--- config.mk ---
export PLATFORM = sky130hd
export DESIGN_NAME = onboard_button_reader_flat
export DESIGN_NICKNAME = d
export VERILOG_FILES = /design/src/rtl/onboard_button_reader_if.sv /design/src/rtl/onboard_button_reader.sv /design/src/flat_wrapper.sv
export SDC_FILE = /design/constraint.sdc
export NUM_CORES = 1
export LEC_CHECK = 0
export CAP_MARGIN = 20
export CORE_MARGIN = 2
export CORE_UTILIZATION = 29
export CTS_BUF_LIST = sky130_fd_sc_hd__clkbuf_4 sky130_fd_sc_hd__clkbuf_8
export DETAILED_ROUTE_END_ITERATION = 10
export PLACE_DENSITY = 0.48
export SLEW_MARGIN = 5
export SYNTH_ARGS = -nofsm -noshare
export SYNTH_HDL_FRONTEND = slang
export SYNTH_SLANG_ARGS = --single-unit
export TNS_END_PERCENT = 1
--- constraint.sdc ---
create_clock -name osc_clk -period 2.6 [get_ports osc_clk]
set_clock_uncertainty 0.05 [all_clocks]
set_input_delay 0.26 -clock osc_clk [delete_from_list [all_inputs] [get_ports osc_clk]]
set_output_delay 0.26 -clock osc_clk [all_outputs]
set_load 0.005 [all_outputs]
--- src/rtl/onboard_button_reader_if.sv ---
// Event stream from the button reader to pattern-control logic.
// This is a valid/ready channel that carries {button index, event code}.
interface onboard_button_reader_if;
   logic       evt_valid;
   logic       evt_ready;
   logic [1:0] evt_btn;
   logic [1:0] evt_code;

   modport master (output evt_valid, output evt_btn, output evt_code, input evt_ready);
   modport slave  (input evt_valid, input evt_btn, input evt_code, output evt_ready);
endinterface

--- src/rtl/onboard_button_reader.sv ---
// Samples the four active-low on-board buttons, then synchronizes and debounces them.
// Each press is classified as short or long, and the resulting events are queued in a FWFT FIFO.
module onboard_button_reader #(
   parameter int DEBOUNCE_CYCLES = 4_500_000,
   parameter int LONG_CYCLES     = 450_000_000,
   parameter int FIFO_DEPTH      = 4
) (
   input  logic                           osc_clk,
   input  logic                           gsrn,
   input  logic [3:0]                     btn_n,
   output logic [3:0]                     btn_level,
   output logic                           overflow,
   onboard_button_reader_if.master        evt_bus
);

   localparam int DW = $clog2(DEBOUNCE_CYCLES);
   localparam int HW = $clog2(LONG_CYCLES);
   localparam int AW = (FIFO_DEPTH > 1) ? $clog2(FIFO_DEPTH) : 1;
   localparam int CW = $clog2(FIFO_DEPTH + 1);
   localparam logic [DW-1:0] DCNT_MAX = DW'(DEBOUNCE_CYCLES - 1);
   localparam logic [HW-1:0] HCNT_MAX = HW'(LONG_CYCLES - 1);
   localparam logic [1:0] CODE_SHORT    = 2'b01;
   localparam logic [1:0] CODE_LONG     = 2'b10;
   localparam logic [1:0] CODE_LONG_REL = 2'b11;

   typedef enum logic [1:0] {ST_IDLE = 2'd0, ST_PRESSED = 2'd1, ST_LONG = 2'd2} cls_state_t;

   function automatic logic [AW-1:0] ptr_inc(input logic [AW-1:0] p);
      return (p == AW'(FIFO_DEPTH - 1)) ? '0 : p + 1'b1;
   endfunction

   logic [3:0]    sync1, sync2, s, db;
   logic [DW-1:0] dcnt [4];

   // Input synchronizer: idle (released) level is 1
   always_ff @(posedge osc_clk or negedge gsrn) begin
      if (!gsrn) begin
         sync1 <= '1;
         sync2 <= '1;
      end else begin
         sync1 <= btn_n;
         sync2 <= sync1;
      end
   end

   assign s = ~sync2;

   // Debounce: a level change is accepted only after DEBOUNCE_CYCLES straight disagreeing cycles
   always_ff @(posedge osc_clk or negedge gsrn) begin
      if (!gsrn) begin
         db <= '0;
         for (int i = 0; i < 4; i++) dcnt[i] <= '0;
      end else begin
         for (int i = 0; i < 4; i++) begin
            if (s[i] == db[i]) begin
               dcnt[i] <= '0;
            end else if (dcnt[i] == DCNT_MAX) begin
               db[i]   <= s[i];
               dcnt[i] <= '0;
            end else begin
               dcnt[i] <= dcnt[i] + 1'b1;
            end
         end
      end
   end

   assign btn_level = db;

   cls_state_t    state_q [4];
   cls_state_t    state_d [4];
   logic [HW-1:0] hcnt_q  [4];
   logic [HW-1:0] hcnt_d  [4];
   logic [3:0]    emit;
   logic [1:0]    emit_code [4];

   always_ff @(posedge osc_clk or negedge gsrn) begin
      if (!gsrn) begin
         for (int i = 0; i < 4; i++) begin
            state_q[i] <= ST_IDLE;
            hcnt_q[i]  <= '0;
         end
      end else begin
         for (int i = 0; i < 4; i++) begin
            state_q[i] <= state_d[i];
            hcnt_q[i]  <= hcnt_d[i];
         end
      end
   end

   // Classifier: in PRESSED, a release is checked before the long threshold
   always_comb begin
      for (int i = 0; i < 4; i++) begin
         state_d[i]   = state_q[i];
         hcnt_d[i]    = hcnt_q[i];
         emit[i]      = 1'b0;
         emit_code[i] = CODE_SHORT;
         case (state_q[i])
            ST_IDLE: begin
               if (db[i]) begin
                  state_d[i] = ST_PRESSED;
                  hcnt_d[i]  = '0;
               end
            end
            ST_PRESSED: begin
               if (!db[i]) begin
                  emit[i]      = 1'b1;
                  emit_code[i] = CODE_SHORT;
                  state_d[i]   = ST_IDLE;
               end else if (hcnt_q[i] == HCNT_MAX) begin
                  emit[i]      = 1'b1;
                  emit_code[i] = CODE_LONG;
                  state_d[i]   = ST_LONG;
               end else begin
                  hcnt_d[i] = hcnt_q[i] + 1'b1;
               end
            end
            ST_LONG: begin
               if (!db[i]) begin
                  emit[i]      = 1'b1;
                  emit_code[i] = CODE_LONG_REL;
                  state_d[i]   = ST_IDLE;
               end
            end
            default: state_d[i] = ST_IDLE;
         endcase
      end
   end

   logic [3:0]    slot_vld;
   logic [1:0]    slot_code [4];
   logic [3:0]    mem [FIFO_DEPTH];
   logic [AW-1:0] wr_ptr, rd_ptr;
   logic [CW-1:0] count;
   logic          pop, room, push;
   logic [1:0]    push_idx;
   logic [3:0]    push_data;

   // Arbiter: the lowest-index pending slot wins; a same-cycle pop frees room in a full FIFO
   always_comb begin
      pop      = evt_bus.evt_valid && evt_bus.evt_ready;
      room     = (count != CW'(FIFO_DEPTH)) || pop;
      push_idx = '0;
      for (int i = 3; i >= 0; i--) begin
         if (slot_vld[i]) push_idx = 2'(i);
      end
      push      = room && (|slot_vld);
      push_data = {push_idx, slot_code[push_idx]};
   end

   // A slot that is being pushed this edge may be reloaded; otherwise a new event is dropped
   always_ff @(posedge osc_clk or negedge gsrn) begin
      if (!gsrn) begin
         slot_vld <= '0;
         overflow <= 1'b0;
      end else begin
         for (int i = 0; i < 4; i++) begin
            if (emit[i]) begin
               if (!slot_vld[i] || (push && push_idx == 2'(i))) slot_vld[i] <= 1'b1;
               else overflow <= 1'b1;
            end else if (push && push_idx == 2'(i)) begin
               slot_vld[i] <= 1'b0;
            end
         end
      end
   end

   always_ff @(posedge osc_clk) begin
      for (int i = 0; i < 4; i++) begin
         if (emit[i] && (!slot_vld[i] || (push && push_idx == 2'(i)))) slot_code[i] <= emit_code[i];
      end
      if (push) mem[wr_ptr] <= push_data;
   end

   always_ff @(posedge osc_clk or negedge gsrn) begin
      if (!gsrn) begin
         wr_ptr <= '0;
         rd_ptr <= '0;
         count  <= '0;
      end else begin
         if (push) wr_ptr <= ptr_inc(wr_ptr);
         if (pop)  rd_ptr <= ptr_inc(rd_ptr);
         case ({push, pop})
            2'b10:   count <= count + 1'b1;
            2'b01:   count <= count - 1'b1;
            default: count <= count;
         endcase
      end
   end

   // Head fields read as zero while the FIFO is empty so they are defined out of reset
   assign evt_bus.evt_valid = (count != '0);
   assign evt_bus.evt_btn   = evt_bus.evt_valid ? mem[rd_ptr][3:2] : 2'b00;
   assign evt_bus.evt_code  = evt_bus.evt_valid ? mem[rd_ptr][1:0] : 2'b00;

endmodule

--- src/flat_wrapper.sv ---
// flat-port wrapper written by rule: the top's interface ports become plain ports
module onboard_button_reader_flat 
#(
   parameter int DEBOUNCE_CYCLES = 4_500_000,
   parameter int LONG_CYCLES     = 450_000_000,
   parameter int FIFO_DEPTH      = 4
)
  (osc_clk, gsrn, btn_n, btn_level, overflow, evt_bus_evt_valid, evt_bus_evt_btn, evt_bus_evt_code, evt_bus_evt_ready);
  onboard_button_reader_if evt_bus_i ();
  input  logic osc_clk;
  input  logic gsrn;
  input  logic [3:0] btn_n;
  output logic [3:0] btn_level;
  output logic overflow;
  output wire logic [$bits(evt_bus_i.evt_valid)-1:0] evt_bus_evt_valid;
  output wire logic [$bits(evt_bus_i.evt_btn)-1:0] evt_bus_evt_btn;
  output wire logic [$bits(evt_bus_i.evt_code)-1:0] evt_bus_evt_code;
  input wire logic [$bits(evt_bus_i.evt_ready)-1:0] evt_bus_evt_ready;
  assign evt_bus_evt_valid = evt_bus_i.evt_valid;
  assign evt_bus_evt_btn = evt_bus_i.evt_btn;
  assign evt_bus_evt_code = evt_bus_i.evt_code;
  assign evt_bus_i.evt_ready = evt_bus_evt_ready;
  onboard_button_reader #(.DEBOUNCE_CYCLES(DEBOUNCE_CYCLES), .LONG_CYCLES(LONG_CYCLES), .FIFO_DEPTH(FIFO_DEPTH)) u_core (.osc_clk(osc_clk), .gsrn(gsrn), .btn_n(btn_n), .btn_level(btn_level), .overflow(overflow), .evt_bus(evt_bus_i));
endmodule
## Word level (Yosys, flattened, before mapping)

Memory sizes are Yosys's and may differ from the RTL's.
Index checks and enable logic that the tools add are counted.
Widths: inputs -> output; s select.

| storage, ports and cells | value |
|---|---|
| register bits | 240 |
| memory bits (writable) | 24 |
| input bits | 7 |
| output and inout port bits | 10 |
| word-level logic and storage cells | 263 |
| memories | 2 |

| operators by class | value |
|---|---|
| $add $sub $neg | 12 |
| eq/ne operators | 52 |
| mux-type cells | 115 |
| bitwise operators | 5 |
| reductions and logical operators | 51 |

Memories:

| name | words | width | rd ports | clocked after memory_dff | wr ports | line | source |
|---|---|---|---|---|---|---|---|
| u_core.mem | 4 | 4 | 1 | 0 | 1 | onboard_button_reader.sv:131 | `logic [3:0] mem [FIFO_DEPTH];` |
| u_core.slot_code | 4 | 2 | 1 | 0 | 4 | onboard_button_reader.sv:130 | `logic [1:0] slot_code [4];` |

Operators by type and width:

| kind | count |
|---|---|
| $mux 29 | 12 |
| $pmux 29 s2 | 4 |
| $mux 23 | 8 |
| $add 29x1->29 const B | 4 |
| $eq 29x29->1 const B | 4 |
| $add 23x1->23 const B | 4 |
| $eq 23x23->1 const B | 4 |
| $mux 2 | 36 |
| $mux 1 | 42 |
| $ne 2x2->1 const B | 12 |
| $pmux 2 s3 | 4 |
| $eq 2x2->1 const B | 9 |
| $reduce_bool 2->1 | 9 |
| $ne 2x1->1 const B | 8 |
| $pmux 2 s2 | 4 |
| $reduce_and 2->1 | 8 |
| $reduce_and 4->1 | 4 |
| $ne 3x3->1 const B | 5 |
| $eq 2x1->1 const B | 6 |
| $reduce_and 3->1 | 4 |
| $logic_and 1x1->1 | 10 |
| $logic_not 2->1 | 5 |
| $pmux 1 s2 | 4 |
| $pmux 3 s2 | 1 |
| 10 further kinds | 24 |

## Longest topological paths before layout

| depth | value |
|---|---|
| word-level depth | 15 |
| mapped depth | 10 |

## Worst setup path after synthesis

Ideal clock, no wire load.

| timing path | value |
|---|---|
| path kind | register to register |
| start point | register u_core.hcnt_q[98] (netlist name) |
| end point | memory u_core.slot_code[0][0] (enable) |
| library setup time | 0.316 ns |
| arrival time | 2.153 ns |
| data required time | 2.234 ns |
| slack | 0.081 ns |
| cell stages (with the launch flop) | 7 |
| path buffers | 0 |
| cells stage by stage | dfrtp_1 > or4b_2 > nor4_1 > nand3_1 > nor2_1 > o21ai_0 > a21oi_1 |

RTL lines:

| what | line | source |
|---|---|---|
| start: declaration | onboard_button_reader.sv:71 | `logic [HW-1:0] hcnt_q [4];` |
| start signal: indexed assignment | onboard_button_reader.sv:85 | `hcnt_q[i] <= hcnt_d[i];` |
| end: declaration | onboard_button_reader.sv:130 |  |

## Worst setup path after layout

| timing path | value |
|---|---|
| start point | register u_core.hcnt_q[8] (netlist name) |
| end point | register u_core.hcnt_q[1] (netlist name) |

| on the way | value |
|---|---|
| word-level cells in the longest chain between the ends | 3 |

RTL lines:

| what | line | source |
|---|---|---|
| $eq 29x29->1 | onboard_button_reader.sv:109 | `end else if (hcnt_q[i] == HCNT_MAX) begin` |
| $ne 2x2->1 (no line) | n/a |  |
| $reduce_and 4->1 (no line) | n/a |  |

No other way between the ends.
A chain may end at the register's enable or synchronous reset.

==> qor.csv <==
stage,metric,value,unit
outcome,status,"finished, final reports clean",
critical_path,worstPathRequired,3050,ps
sta,maxSlewHeadroom,58.23,%
route,first_iter_violations,443,
grt,grt_overflow,0,
yosys,postSynthAreaPerCell,9.609,sq um
floorplanning,ios,17,
yosys,synth_seq_cells,264,
cts,cts_root_buf,clkbuf_8,
grt,grt_max_degree,70,
power_and_ir_drop,power.density,571.1,nW/um^2
sta,final-hold-violation-count,0,
sta,period_minus_slack,2504,ps
grt,grt_pass1_vias,9995,
sta,finalMaxSlewViolations,0,
grt,globalRouteTotalUtil,12.30,%
grt,grt_pass1_wl,48750,microns
placement,dp_cells,2020,
final_layout,synthToLayoutAreaGrowth,17.84,%
yosys,synth_top_area_share,43.69,%
cts,cts_tree,built,
yosys,synth_flop_cell,dfrtp_1,
critical_path,cp_max_fo,8,
flow_run,maxCapViolations,0,
yosys,synthTopCellsByCount,"nor2_1 (242), dfrtp_1 (232), nand2_1 (122), xor2_1 (122), nand3_1 (104)",
cts,clockBufferDepth,3,
floorplanning,die_h,218.1,microns
floorplanning,num_rows,78,
yosys,synth-edff-count,24,
route,drc,0,
final_layout,fin_nets,1512,
cts,clkTransAtPathRegs,60,ps
yosys,syn_nets,1417,
critical_path,cp-start-kind,flop,
floorplanning,initial_utilization,29.35,%
cts,cts_buffers,50,
sta,fmax,399.3,MHz
yosys,syn_area,13290,sq um
cts,cts-htree-levels,2,
final_layout,final.fill_count,4673,
yosys,yosysMostFrequentCell,nor2_1,
route,num_vias,9857,
placement,gp_congestion,0.7771,
yosys,synthCells,1383,
critical_path,r2r_start,u_core.hcnt_q[8],
route,via_per_inst,4.650,
route,drtPass1Iterations,4,
min_path,hp-class,in2async,
critical_path,path_delay_family,simple AND/OR/NAND/NOR gates,
placement,numPortBuffers,16,
sta,fin_crit_sh,96.32,%
route,ant_nets,0,
sta,setup-violations-final,0,
yosys,yosys.area.top_type,dfrtp_1,
placement,hpwlAfterDp,18880,microns
final_layout,drive_above_1_share,11.39,%
grt,antenna_found_initial,0,
critical_path,critPathMaxStageDelay,550,ps
route,wl_per_cell,13.22,microns
yosys,synthTopCellsByArea,"dfrtp_1 (44%), xor2_1 (8.0%), nor2_1 (6.8%), edfxtp_1 (5.4%), nand3_1 (3.9%)",
critical_path,crit_start,u_core.hcnt_q[8],
critical_path,path_cells,or4b_1 -> or4b_4 -> o311a_1 -> buf_4 -> and3_1 -> a21o_1,
yosys,synth_seq_area_share,50.69,%
route,drt_wl_total,28020,microns
sta,worst_pin_slew,618.4,ps
critical_path,arrival,2950,ps
yosys,async_reset_ff_share,90.91,%
yosys,yosysUniqueCellTypes,57,
critical_path,worstSetupPathType,reg2reg,
floorplanning,die_x,218.1,microns
cts,clk-insertion-delay-late,610,ps
sta,holdWs,160.2,ps
power_and_ir_drop,leakagePower,6.744,nW
yosys,yosys_warnings,0,
critical_path,crit_path_end_kind,flop,
floorplanning,die-area,47550,sq um
final_layout,instances_no_fill,2120,
power_and_ir_drop,vdd_ir_drop_max,0.3607,mV
critical_path,crit_slowest_cell,or4b_4,
cts,cts.sinks,264,
floorplanning,coreArea,45280,sq um
critical_path,crit_buf_inv,1,
## final cells by class
| cell class | instances | area [sq um] | share of cell area, % |
|---|---|---|---|
| sequential | 264 | 6738 | 43.02 |
| multi-input combinational | 1032 | 6251 | 39.92 |
| clock buffer | 75 | 919.6 | 5.872 |
| tap | 600 | 750.7 | 4.794 |
| timing repair buffer | 82 | 733.2 | 4.682 |
| inverter | 48 | 180.2 | 1.151 |
| clock inverter | 18 | 85.08 | 0.5433 |
| antenna | 1 | 2.502 | 0.01598 |
## worst register-to-register path, cell delays in order (launching register included)
cell and delay (ps):
dfrtp_1 370, or4b_1 530, or4b_4 550, o311a_1 390
buf_4 200, and3_1 180, a21o_1 150
## what timing repair did
item | in CTS | in global routing
hold buffers | 5 | 0
buffers inserted | 1 | 0
setup endpoints to repair | 4 | 13
resized for setup | 1 | 8
pin swaps | 0 | 1
hold endpoints to repair | 96 | 0
## cell families after synthesis
kind of cell	after synthesis	share of synthesized area (%)
AOI/OAI and AO/OA	112	5.113
adders and majority gates	27	2.599
muxes	17	1.676
and+or+nand+nor	706	26.23
xor gates and xnor gates	170	11.20
DFF	264	50.69
buffers and inverters	87	2.486
## worst paths after layout
kind,end,slack [ps],cells past startpoint
worst max-delay path,u_core.hcnt_q[1],100,6
worst min-delay path,u_core.dcnt[14],160,2
worst max register to register,u_core.hcnt_q[1],100,6
worst min register to register,u_core.sync2[3],300,0
max in group asynchronous,u_core.rd_ptr[0],1600,3
min in group osc_clk,u_core.sync2[3],300,0
## layout by cell type, fill, tap and decap left out, types with 8 or more instances in the layout
cell | netlist | routed
nor3_1 | 30 | 29
and2_1 | 17 | 17
or3_1 | 14 | 14
dfstp_2 | 8 | 8
nor4_1 | 16 | 15
nand4_1 | 52 | 52
clkdlybuf4s50_1 | 0 | 11
nand2_1 | 122 | 122
nor2_1 | 242 | 242
and3_1 | 31 | 31
and4_1 | 12 | 12
clkbuf_4 | 0 | 18
mux2i_1 | 11 | 11
edfxtp_1 | 24 | 24
xnor2_1 | 48 | 48
clkbuf_8 | 0 | 57
ha_1 | 26 | 26
clkinv_1 | 0 | 11
dfrtp_1 | 232 | 231
xor2_1 | 122 | 122
nand3_1 | 104 | 104
inv_1 | 48 | 48
nor4b_1 | 12 | 12
buf_4 | 0 | 57
nand2b_1 | 9 | 9
o21ai_0 | 44 | 44
a21oi_1 | 22 | 21
## state kept, by name, indices dropped and copies added (netlist names), 4 cells and up
register,count
u_core.hcnt_q,116
u_core.dcnt,92
u_core.mem,16
u_core.slot_code,8
u_core.state_q,8
u_core.btn_level,4
u_core.slot_vld,4
u_core.sync1,4
u_core.sync2,4
## routing by layer
| layer | part of all wire, % | global-route usage [%] | vias to the layer above |
|---|---|---|---|
| met2 | 45 | 19.63 | 102 |
| met3 | 3.4 | 2.622 | 50 |
| met5 | 0 | 0 | - |
| met1 | 50 | 16.53 | 4719 |
| met4 | 2.5 | 4.172 | 0 |
| li1 | - | - | 4986 |
## report_power, final
group	internal, W	switching, W	leakage (nW)	total [W]
clock	0.00226	0.00180	0.536	0.00406
combinational	0.000284	0.000259	2.69	0.000543
sequential	0.00424	0.0000985	3.52	0.00434
total	0.00678	0.00216	6.74	0.00894
## stage by stage
stage	TNS [ps]	setup slack [ps]	cell area (sq um)	power (W)	util (%)
finish	0	95.81	15660	0.008943	34.58
detailed placement	0	64.55	14570	0.004977	32.16
global route	-10.61	-5.304	15660	0.009441	34.58
floorplan	0	81.02	13290	0.004696	-
CTS	0	5.913	15630	0.009166	34.51
global placement	0	121.4	14570	0.004971	32.16
Power figures use the tool's default switching activity.
